**src/rtl/transducer_drive_if.sv**
```systemverilog
// Bundle between the phase source and the transducer drive generator.
// master: drives en/phase_valid/phase_in (and duty when DRIVE_GEN_DUTY_EN); slave: the generator.
interface transducer_drive_if #(
    parameter int NUM_CHANNELS = 4,
    parameter int PHASE_W      = 8
);
    logic                            en;
    logic                            phase_valid;
    logic [NUM_CHANNELS*PHASE_W-1:0] phase_in;
`ifdef DRIVE_GEN_DUTY_EN
    logic [PHASE_W-1:0]              duty;
`endif
    logic [NUM_CHANNELS-1:0]         drive_out;
    logic                            sync_out;
    logic                            update_pending;

    modport master (
`ifdef DRIVE_GEN_DUTY_EN
        output duty,
`endif
        output en,
        output phase_valid,
        output phase_in,
        input  drive_out,
        input  sync_out,
        input  update_pending
    );

    modport slave (
`ifdef DRIVE_GEN_DUTY_EN
        input  duty,
`endif
        input  en,
        input  phase_valid,
        input  phase_in,
        output drive_out,
        output sync_out,
        output update_pending
    );
endinterface

```
**src/rtl/transducer_drive_gen.sv**
```systemverilog
// Phase-shifted square-wave generator for the ultrasonic transducer array.
// Ports: clk, rst_n (async, active low), bus (slave): en, phase_valid,
// phase_in -> drive_out, sync_out, update_pending.
// Optional macro DRIVE_GEN_DUTY_EN adds a double-buffered duty threshold.
module transducer_drive_gen #(
    parameter int NUM_CHANNELS = 4,
    parameter int PHASE_W      = 8,
    parameter int CLK_DIV      = 5
) (
    input  logic              clk,
    input  logic              rst_n,
    transducer_drive_if.slave bus
);

    localparam int DIV_W = (CLK_DIV > 1) ? $clog2(CLK_DIV) : 1;
    localparam logic [DIV_W-1:0] DIV_LAST = DIV_W'(CLK_DIV - 1);
    localparam logic [PHASE_W-1:0] HALF = {1'b1, {(PHASE_W-1){1'b0}}};

    typedef logic [NUM_CHANNELS-1:0][PHASE_W-1:0] phase_vec_t;

    logic [DIV_W-1:0]        div_cnt_q, div_cnt_d;
    logic [PHASE_W-1:0]      carrier_q, carrier_d;
    logic                    sync_q, sync_d;
    logic                    pend_q, pend_d;
    phase_vec_t              shadow_q, shadow_d;
    phase_vec_t              active_q, active_d;
    phase_vec_t              phase_new;
    logic [NUM_CHANNELS-1:0] drive_q, drive_d;
    logic [PHASE_W-1:0]      thr;
    logic                    tick;
    logic                    wrap;

`ifdef DRIVE_GEN_DUTY_EN
    logic [PHASE_W-1:0]      sh_duty_q, sh_duty_d;
    logic [PHASE_W-1:0]      act_duty_q, act_duty_d;
    assign thr = act_duty_q;
`else
    assign thr = HALF;
`endif

    assign phase_new = bus.phase_in;
    assign tick      = (div_cnt_q == DIV_LAST);
    assign wrap      = bus.en && tick && (carrier_q == '1);

    always_comb begin
        logic [PHASE_W-1:0] diff;
        diff       = '0;
        div_cnt_d  = div_cnt_q;
        carrier_d  = carrier_q;
        sync_d     = 1'b0;
        pend_d     = pend_q;
        shadow_d   = shadow_q;
        active_d   = active_q;
        drive_d    = '0;
`ifdef DRIVE_GEN_DUTY_EN
        sh_duty_d  = sh_duty_q;
        act_duty_d = act_duty_q;
`endif
        if (bus.en) begin
            div_cnt_d = tick ? '0 : div_cnt_q + DIV_W'(1);
            carrier_d = tick ? carrier_q + PHASE_W'(1) : carrier_q;
            sync_d    = wrap;
            // Commit the old shadow first so a coincident load
            // lands in the shadow and stays pending.
            if (wrap && pend_q) begin
                active_d   = shadow_q;
                pend_d     = 1'b0;
`ifdef DRIVE_GEN_DUTY_EN
                act_duty_d = sh_duty_q;
`endif
            end
            if (bus.phase_valid) begin
                shadow_d  = phase_new;
                pend_d    = 1'b1;
`ifdef DRIVE_GEN_DUTY_EN
                sh_duty_d = bus.duty;
`endif
            end
        end else begin
            div_cnt_d = '0;
            carrier_d = '0;
            pend_d    = 1'b0;
            // Outputs are idle, so updates apply at once.
            if (bus.phase_valid) begin
                shadow_d   = phase_new;
                active_d   = phase_new;
`ifdef DRIVE_GEN_DUTY_EN
                sh_duty_d  = bus.duty;
                act_duty_d = bus.duty;
`endif
            end else if (pend_q) begin
                active_d   = shadow_q;
`ifdef DRIVE_GEN_DUTY_EN
                act_duty_d = sh_duty_q;
`endif
            end
        end
        // Modular difference: wrap-around is what makes the
        // phase offset circular across the carrier period.
        for (int i = 0; i < NUM_CHANNELS; i++) begin
            diff       = carrier_q - active_q[i];
            drive_d[i] = bus.en && (diff < thr);
        end
    end

    always_ff @(posedge clk or negedge rst_n) begin
        if (!rst_n) begin
            div_cnt_q  <= '0;
            carrier_q  <= '0;
            sync_q     <= 1'b0;
            pend_q     <= 1'b0;
            shadow_q   <= '0;
            active_q   <= '0;
            drive_q    <= '0;
`ifdef DRIVE_GEN_DUTY_EN
            sh_duty_q  <= HALF;
            act_duty_q <= HALF;
`endif
        end else begin
            div_cnt_q  <= div_cnt_d;
            carrier_q  <= carrier_d;
            sync_q     <= sync_d;
            pend_q     <= pend_d;
            shadow_q   <= shadow_d;
            active_q   <= active_d;
            drive_q    <= drive_d;
`ifdef DRIVE_GEN_DUTY_EN
            sh_duty_q  <= sh_duty_d;
            act_duty_q <= act_duty_d;
`endif
        end
    end

    assign bus.drive_out      = drive_q;
    assign bus.sync_out       = sync_q;
    assign bus.update_pending = pend_q;

endmodule

```
**src/flat_wrapper.sv**
```systemverilog
// flat-port wrapper written by rule: the top's interface ports become plain ports
module transducer_drive_gen_flat 
#(
    parameter int NUM_CHANNELS = 4,
    parameter int PHASE_W      = 8,
    parameter int CLK_DIV      = 5
)
  (clk, rst_n, bus_en, bus_phase_valid, bus_phase_in, bus_drive_out, bus_sync_out, bus_update_pending);
  transducer_drive_if #(.NUM_CHANNELS(NUM_CHANNELS), .PHASE_W(PHASE_W)) bus_i ();
  input  logic clk;
  input  logic rst_n;
  input wire logic [$bits(bus_i.en)-1:0] bus_en;
  input wire logic [$bits(bus_i.phase_valid)-1:0] bus_phase_valid;
  input wire logic [$bits(bus_i.phase_in)-1:0] bus_phase_in;
  output wire logic [$bits(bus_i.drive_out)-1:0] bus_drive_out;
  output wire logic [$bits(bus_i.sync_out)-1:0] bus_sync_out;
  output wire logic [$bits(bus_i.update_pending)-1:0] bus_update_pending;
  assign bus_i.en = bus_en;
  assign bus_i.phase_valid = bus_phase_valid;
  assign bus_i.phase_in = bus_phase_in;
  assign bus_drive_out = bus_i.drive_out;
  assign bus_sync_out = bus_i.sync_out;
  assign bus_update_pending = bus_i.update_pending;
  transducer_drive_gen #(.NUM_CHANNELS(NUM_CHANNELS), .PHASE_W(PHASE_W), .CLK_DIV(CLK_DIV)) u_core (.clk(clk), .rst_n(rst_n), .bus(bus_i));
endmodule
```
**config.mk**
```make
export PLATFORM = sky130hd
export DESIGN_NAME = transducer_drive_gen_flat
export DESIGN_NICKNAME = d
export VERILOG_FILES = /design/src/rtl/transducer_drive_if.sv /design/src/rtl/transducer_drive_gen.sv /design/src/flat_wrapper.sv
export SDC_FILE = /design/constraint.sdc
export NUM_CORES = 1
export LEC_CHECK = 0
export BUFFER_PORTS_ARGS = -buffer_cell sky130_fd_sc_hd__buf_2
export CAP_MARGIN = 30
export CORE_MARGIN = 5
export CORE_UTILIZATION = 35
export DETAILED_ROUTE_END_ITERATION = 8
export PLACE_DENSITY = 0.56
export SETUP_SLACK_MARGIN = 0.4
export SYNTH_ARGS = -nofsm -noshare
export SYNTH_HDL_FRONTEND = slang
export SYNTH_SLANG_ARGS = --single-unit
```
**constraint.sdc**
```tcl
create_clock -name clk -period 2.4 [get_ports clk]
set_clock_uncertainty 0.05 [all_clocks]
set_input_delay 0.24 -clock clk [delete_from_list [all_inputs] [get_ports clk]]
set_output_delay 0.24 -clock clk [all_outputs]
set_load 0.02 [all_outputs]
```
=== Word-level counts from Yosys, hierarchy flattened ===
Index checks and enable logic that the tools add are counted.

* Add/subtract/negate cells: 6
* Order comparisons: 4
* Equality and inequality tests: 5
* Multiplexer cells: 12
* Reduce and logical (&&, ||, !) cells: 9

{| class="wikitable"
|+ Operators with widths
! cell !! count
|-
| 2-to-1 mux 32 bit || 4
|-
| < comparator 8 bit, second input constant || 4
|-
| subtractor 8 bit || 4
|-
| 2-to-1 mux 8 bit || 2
|-
| adder 8 x 1 -> 8 bit, second input constant || 1
|-
| equality test 8 bit, second input constant || 1
|-
| logical AND 1 bit || 7
|-
| 2-to-1 mux 3 bit || 2
|-
| 2-to-1 mux 1 bit || 4
|-
| inequality test 2 x 1 -> 1 bit, second input constant || 2
|-
| adder 3 x 1 -> 3 bit, second input constant || 1
|-
| equality test 3 bit, second input constant || 1
|-
| inequality test 3 x 1 -> 1 bit, second input constant || 1
|-
| nonzero test 3 bit || 1
|-
| AND reduction 2 bit || 1
|}

* Bits in registers: 81
* Input bits: 36
* Logic and storage cells: 49

=== Logic depth before layout (Yosys ltp) ===
* Depth after elaboration: 7
* Depth in mapped cells: 7
* Mapped depth without buffers: 6

=== Worst setup path before layout ===
No wires, ideal clock.

* Path kind: register to register
* From: register u_core.div_cnt_q[0]
* To: register u_core.active_q[1] (netlist bit)
* Arrival time: 1.580 ns
* Required time: 2.277 ns
* Setup slack: 0.697 ns
* Cell stages (with the launch flop): 8
* Clock period less this slack: 1.703 ns
* Cells stage by stage: dfrtp_1 inv_1 ha_1 and4_4 a31o_4 a21boi_4 buf_6 a2bb2oi_2

* Word-level cells in the longest chain between the ends: 6

{| class="wikitable"
|+ Ends and longest elaborated chain
! what !! line !! RTL
|-
| start, declared || transducer_drive_gen.sv:21 || <nowiki>logic [DIV_W-1:0] div_cnt_q, div_cnt_d;</nowiki>
|-
| start signal, assigned || transducer_drive_gen.sv:120 || <nowiki>div_cnt_q <= div_cnt_d;</nowiki>
|-
| equality test 3 bit || transducer_drive_gen.sv:42 || <nowiki>assign tick = (div_cnt_q == DIV_LAST);</nowiki>
|-
| logical AND 1 bit (2 in series) || transducer_drive_gen.sv:43 || <nowiki>assign wrap = bus.en && tick && (carrier_q == '1);</nowiki>
|-
| logical AND 1 bit || transducer_drive_gen.sv:65 || <nowiki>if (wrap && pend_q) begin</nowiki>
|-
| inequality test 2 x 1 -> 1 bit (no source line) || - ||
|-
| AND reduction 2 bit (no source line) || - ||
|-
| end signal, assigned || transducer_drive_gen.sv:125 || <nowiki>active_q <= active_d;</nowiki>
|-
| end, declared || transducer_drive_gen.sv:26 || <nowiki>phase_vec_t active_q, active_d;</nowiki>
|}

Every way passes these cells.
A chain may end at the register's enable or synchronous reset.

=== Final worst setup path ===
* From: register u_core.div_cnt_q[0]
* To: register u_core.active_q[0] (netlist bit)

The elaborated chain is that of the path after synthesis.

==> key figures <==
Placement
  • DPL Wire Length: around 6500 um
  • Port bufs: 41
  • Dpl cell area: 4820 um2
  • Gpl congestion: 0.819

GRT
  • Initial antenna violation count: 0
  • First-pass GRT wire length: 15700 um
  • Global Route Usage Sum: 13.5%
  • Grt ovf: 0
  • Largest net degree at the start of global routing: 50
  • Vias in the first global route: approximately 3100

Setup path
  • Worst-path fanout max: 21
  • Crit-path cells: inv_1, ha_1, and4_4, a31o_4, a21boi_4, buf_12, a2bb2oi_1
  • Setup crit end kind: flip-flop
  • Required time of the worst setup path: 2.60 ns
  • CP delay by family, top: compound AO/OA/AOI/OAI gates
  • RR Startpoint: u_core.div_cnt_q[0]
  • Crit path buffers/inverters: 2
  • CP max stage cell: dfrtp_1
  • Crit path DAT: roughly 2.1 ns
  • Startpoint types: flip-flop
  • Crit Path Class: reg -> reg
  • Worst R2R Setup Slack: roughly 0.51 ns
  • CP startpoint: u_core.div_cnt_q[0]
  • Max stage delay on crit path: 0.38 ns

Synthesis
  • Top cells by area, synth: dfrtp_1 (46%), a2bb2oi_2 (10%), mux2_2 (8.2%)
  • Yosys top cell by area: dfrtp_1
  • Sequential share of the synthesized area: 46.1%
  • Share of the synthesized area in the top cell type: 46.1%
  • Unique masters post-synth: 32
  • Syn nets: 452
  • Synth warn: 0
  • Syn Area/Cell: about 11 um2
  • Mapped Area: 4400 um2
  • FF+latch count, synth: 81
  • Gate count after technology mapping: 389

Pwr
  • Internal Power: 2.62 mW
  • Psw: between 0.9 and 1 mW
  • Max VDD drop: between 300 and 400 uV
  • Pwr Density: roughly 690 nW/um2
  • Sequential fraction of design power: ~46%
  • Total leakage power: 2.34 nW
  • Gate power share: 17.7%
  • Clock share of power: 36.2%
  • Total Power: approximately 3.6 mW
  • Sw frac: 26.3%

Drt
  • DR WL/cell: about 15 um
  • Via count: approximately 3000
  • Detailed Route Iter0 Violations: approximately 110
  • # DRC: 0
  • Antenna viol nets, final: 0
  • WL final: 9110 um
  • Vias/cell: between 4 and 5
  • TritonRoute pass-1 iters: 4

STA
  • Hold Violations, Final: 0
  • Fmax: roughly 0.53 GHz
  • Slew of the pin with the lowest slew margin: around 0.64 ns
  • Fin Setup TNS: 0 ns
  • Setup-failing EPs final: 0
  • Slew Limit Fails: 0
  • Period minus WS final: 1.89 ns
  • Slew headroom: between 50% and 60%
  • Unrepaired setup endpoints after global routing: false
  • Tcrit/Tclk final: 78.9%

Final layout
  • Post-layout util: 41.2%
  • Share of cells above drive strength 1: 32.3%
  • Filler cells: roughly 1200
  • ANT cells: 0
  • Layout Nets: between 400 and 500
  • Final Cell Area: 5130 um2
  • Layout area overhead: 16.6%

CTS
  • CTS tree: yes
  • Worst-Skew Late Latency: 0.33 ns
  • Deepest clock path buffer count: 2
  • CTS sink count: 81
  • CTS Buf Count: 9
  • Clock Pin Slew Worst Setup and Hold Paths: roughly 0.060 ns
  • H-tree depth: 3
  • Root Buffer: clkbuf_16

Die
  • Chip Width: 122 um
  • # IOs: between 40 and 50
  • Site row count: 41
  • Die H: 122 um
  • Die area: between 10000 and 15000 um2
  • Core Area: 12500 um2
  • Initial core utilization: 35.3%

Run status
  • Status: complete, no violations

Min path
  • Hold Path Class: in -> reg
  • Hold_sp: bus_phase_in[21]

Flow run
  • Max-cap violations: 0
## cell type report
class | count | area [um2] | share of cell area (%)
Multi-Input combinational cell | 257 | 2150 | 42.0
Sequential cell | 81 | 2030 | 39.5
Timing Repair Buffer | 55 | 347 | 6.75
Clock buffer | 11 | 253 | 4.93
Tap cell | 172 | 215 | 4.19
Inverter | 28 | 105 | 2.05
Clock inverter | 5 | 30.0 | 0.585
## what timing repair did
item	CTS	global route
resized for setup	1	2
endpoints found under the setup margin	1	21
hold buffers	1	0
setup buffers	0	1
endpoints found under the hold margin	48	0
## state kept, by name, indices dropped and copies added, names as in the netlist
signal and flops:
u_core.active_q 32, u_core.div_cnt_q 3, u_core.carrier_q 8, u_core.bus.sync_out 1, u_core.shadow_q 32, u_core.bus.drive_out 4, u_core.bus.update_pending 1
## power groups by stage
stage	registers, mW	clock network, mW	logic [mW]
final	1.64	1.29	0.629
after global placement	1.65	0	0.618
after floorplan	1.64	0	0.464
after CTS	1.64	1.33	0.639
after global routing	1.66	1.39	0.708
after detailed placement	1.66	0	0.635
## cell families (layout without fill, tap and decap cells)
kind of cell    count (synthesis)  in the layout  share of synthesized area [%]
compound gates                 94             94                           18.3
xor+xnor                       10             10                           1.99
flops                          81             81                           46.1
mux                            37             37                           9.33
fa+ha+maj                      27             27                           7.68
buf+inv                        51             99                           5.06
simple gates                   89             89                           11.6
## stage by stage
stage	cells	worst slack (ns)	hold slack [ns]
finish	609	0.507	0.103
global route	609	0.408	0.104
CTS	608	0.439	0.0930
detailed placement	591	0.396	0.264
global placement	591	0.444	0.260
floorplan	389	0.697	-0.106
## worst paths after layout
check | cells past startpoint | to
max reg2reg | 7 | u_core.active_q[0]
min | 2 | u_core.shadow_q[21]
max in group asynchronous | 3 | u_core.carrier_q[0]
max | 7 | u_core.active_q[0]
min in group asynchronous | 2 | u_core.shadow_q[19]
min reg2reg | 1 | u_core.shadow_q[19]
## synth_stat cells
library cell	n
nor3_1	2
xor2_1	8
and4_1	1
or3_1	1
ha_1	27
o2bb2a_1	1
mux2i_1	5
xnor2_1	2
and3_1	1
inv_1	28
a2bb2oi_2	30
nand2b_1	1
nand2_1	21
nor2_1	14
mux2_2	32
a21oi_1	19
dfrtp_1	81
nand4_1	2
clkbuf_1	13
o21ai_1	6
and2_1	1
o21ai_0	35
a21boi_4	1
buf_6	3
buf_2	7
nand3b_1	32
nand3_1	4
or2_2	4
nor2b_1	4
a2bb2oi_1	1
and4_4	1
a31o_4	1
## layer usage
| metal | share of wire, % | global-route usage (%) | routed length (um) |
|---|---|---|---|
| met5 | 0 | 0 | 0 |
| met4 | 1.9 | 5.67 | 170 |
| met3 | 2.1 | 2.00 | 189 |
| met2 | 46 | 21.2 | 4200 |
| met1 | 50 | 18.7 | 4550 |
## placed cells by master, fill, tap and decap left out, types with 6 or more instances in the layout
master and instances:
dfrtp_1 80, buf_2 40, o21ai_0 35, mux2_2 32
nand3b_1 32, a2bb2oi_2 30, inv_1 28, ha_1 27
nand2_1 21, a21oi_1 19, nor2_1 14, buf_4 11
clkbuf_16 9, xor2_1 8, o21ai_1 6
Power figures use the tool's default switching activity.
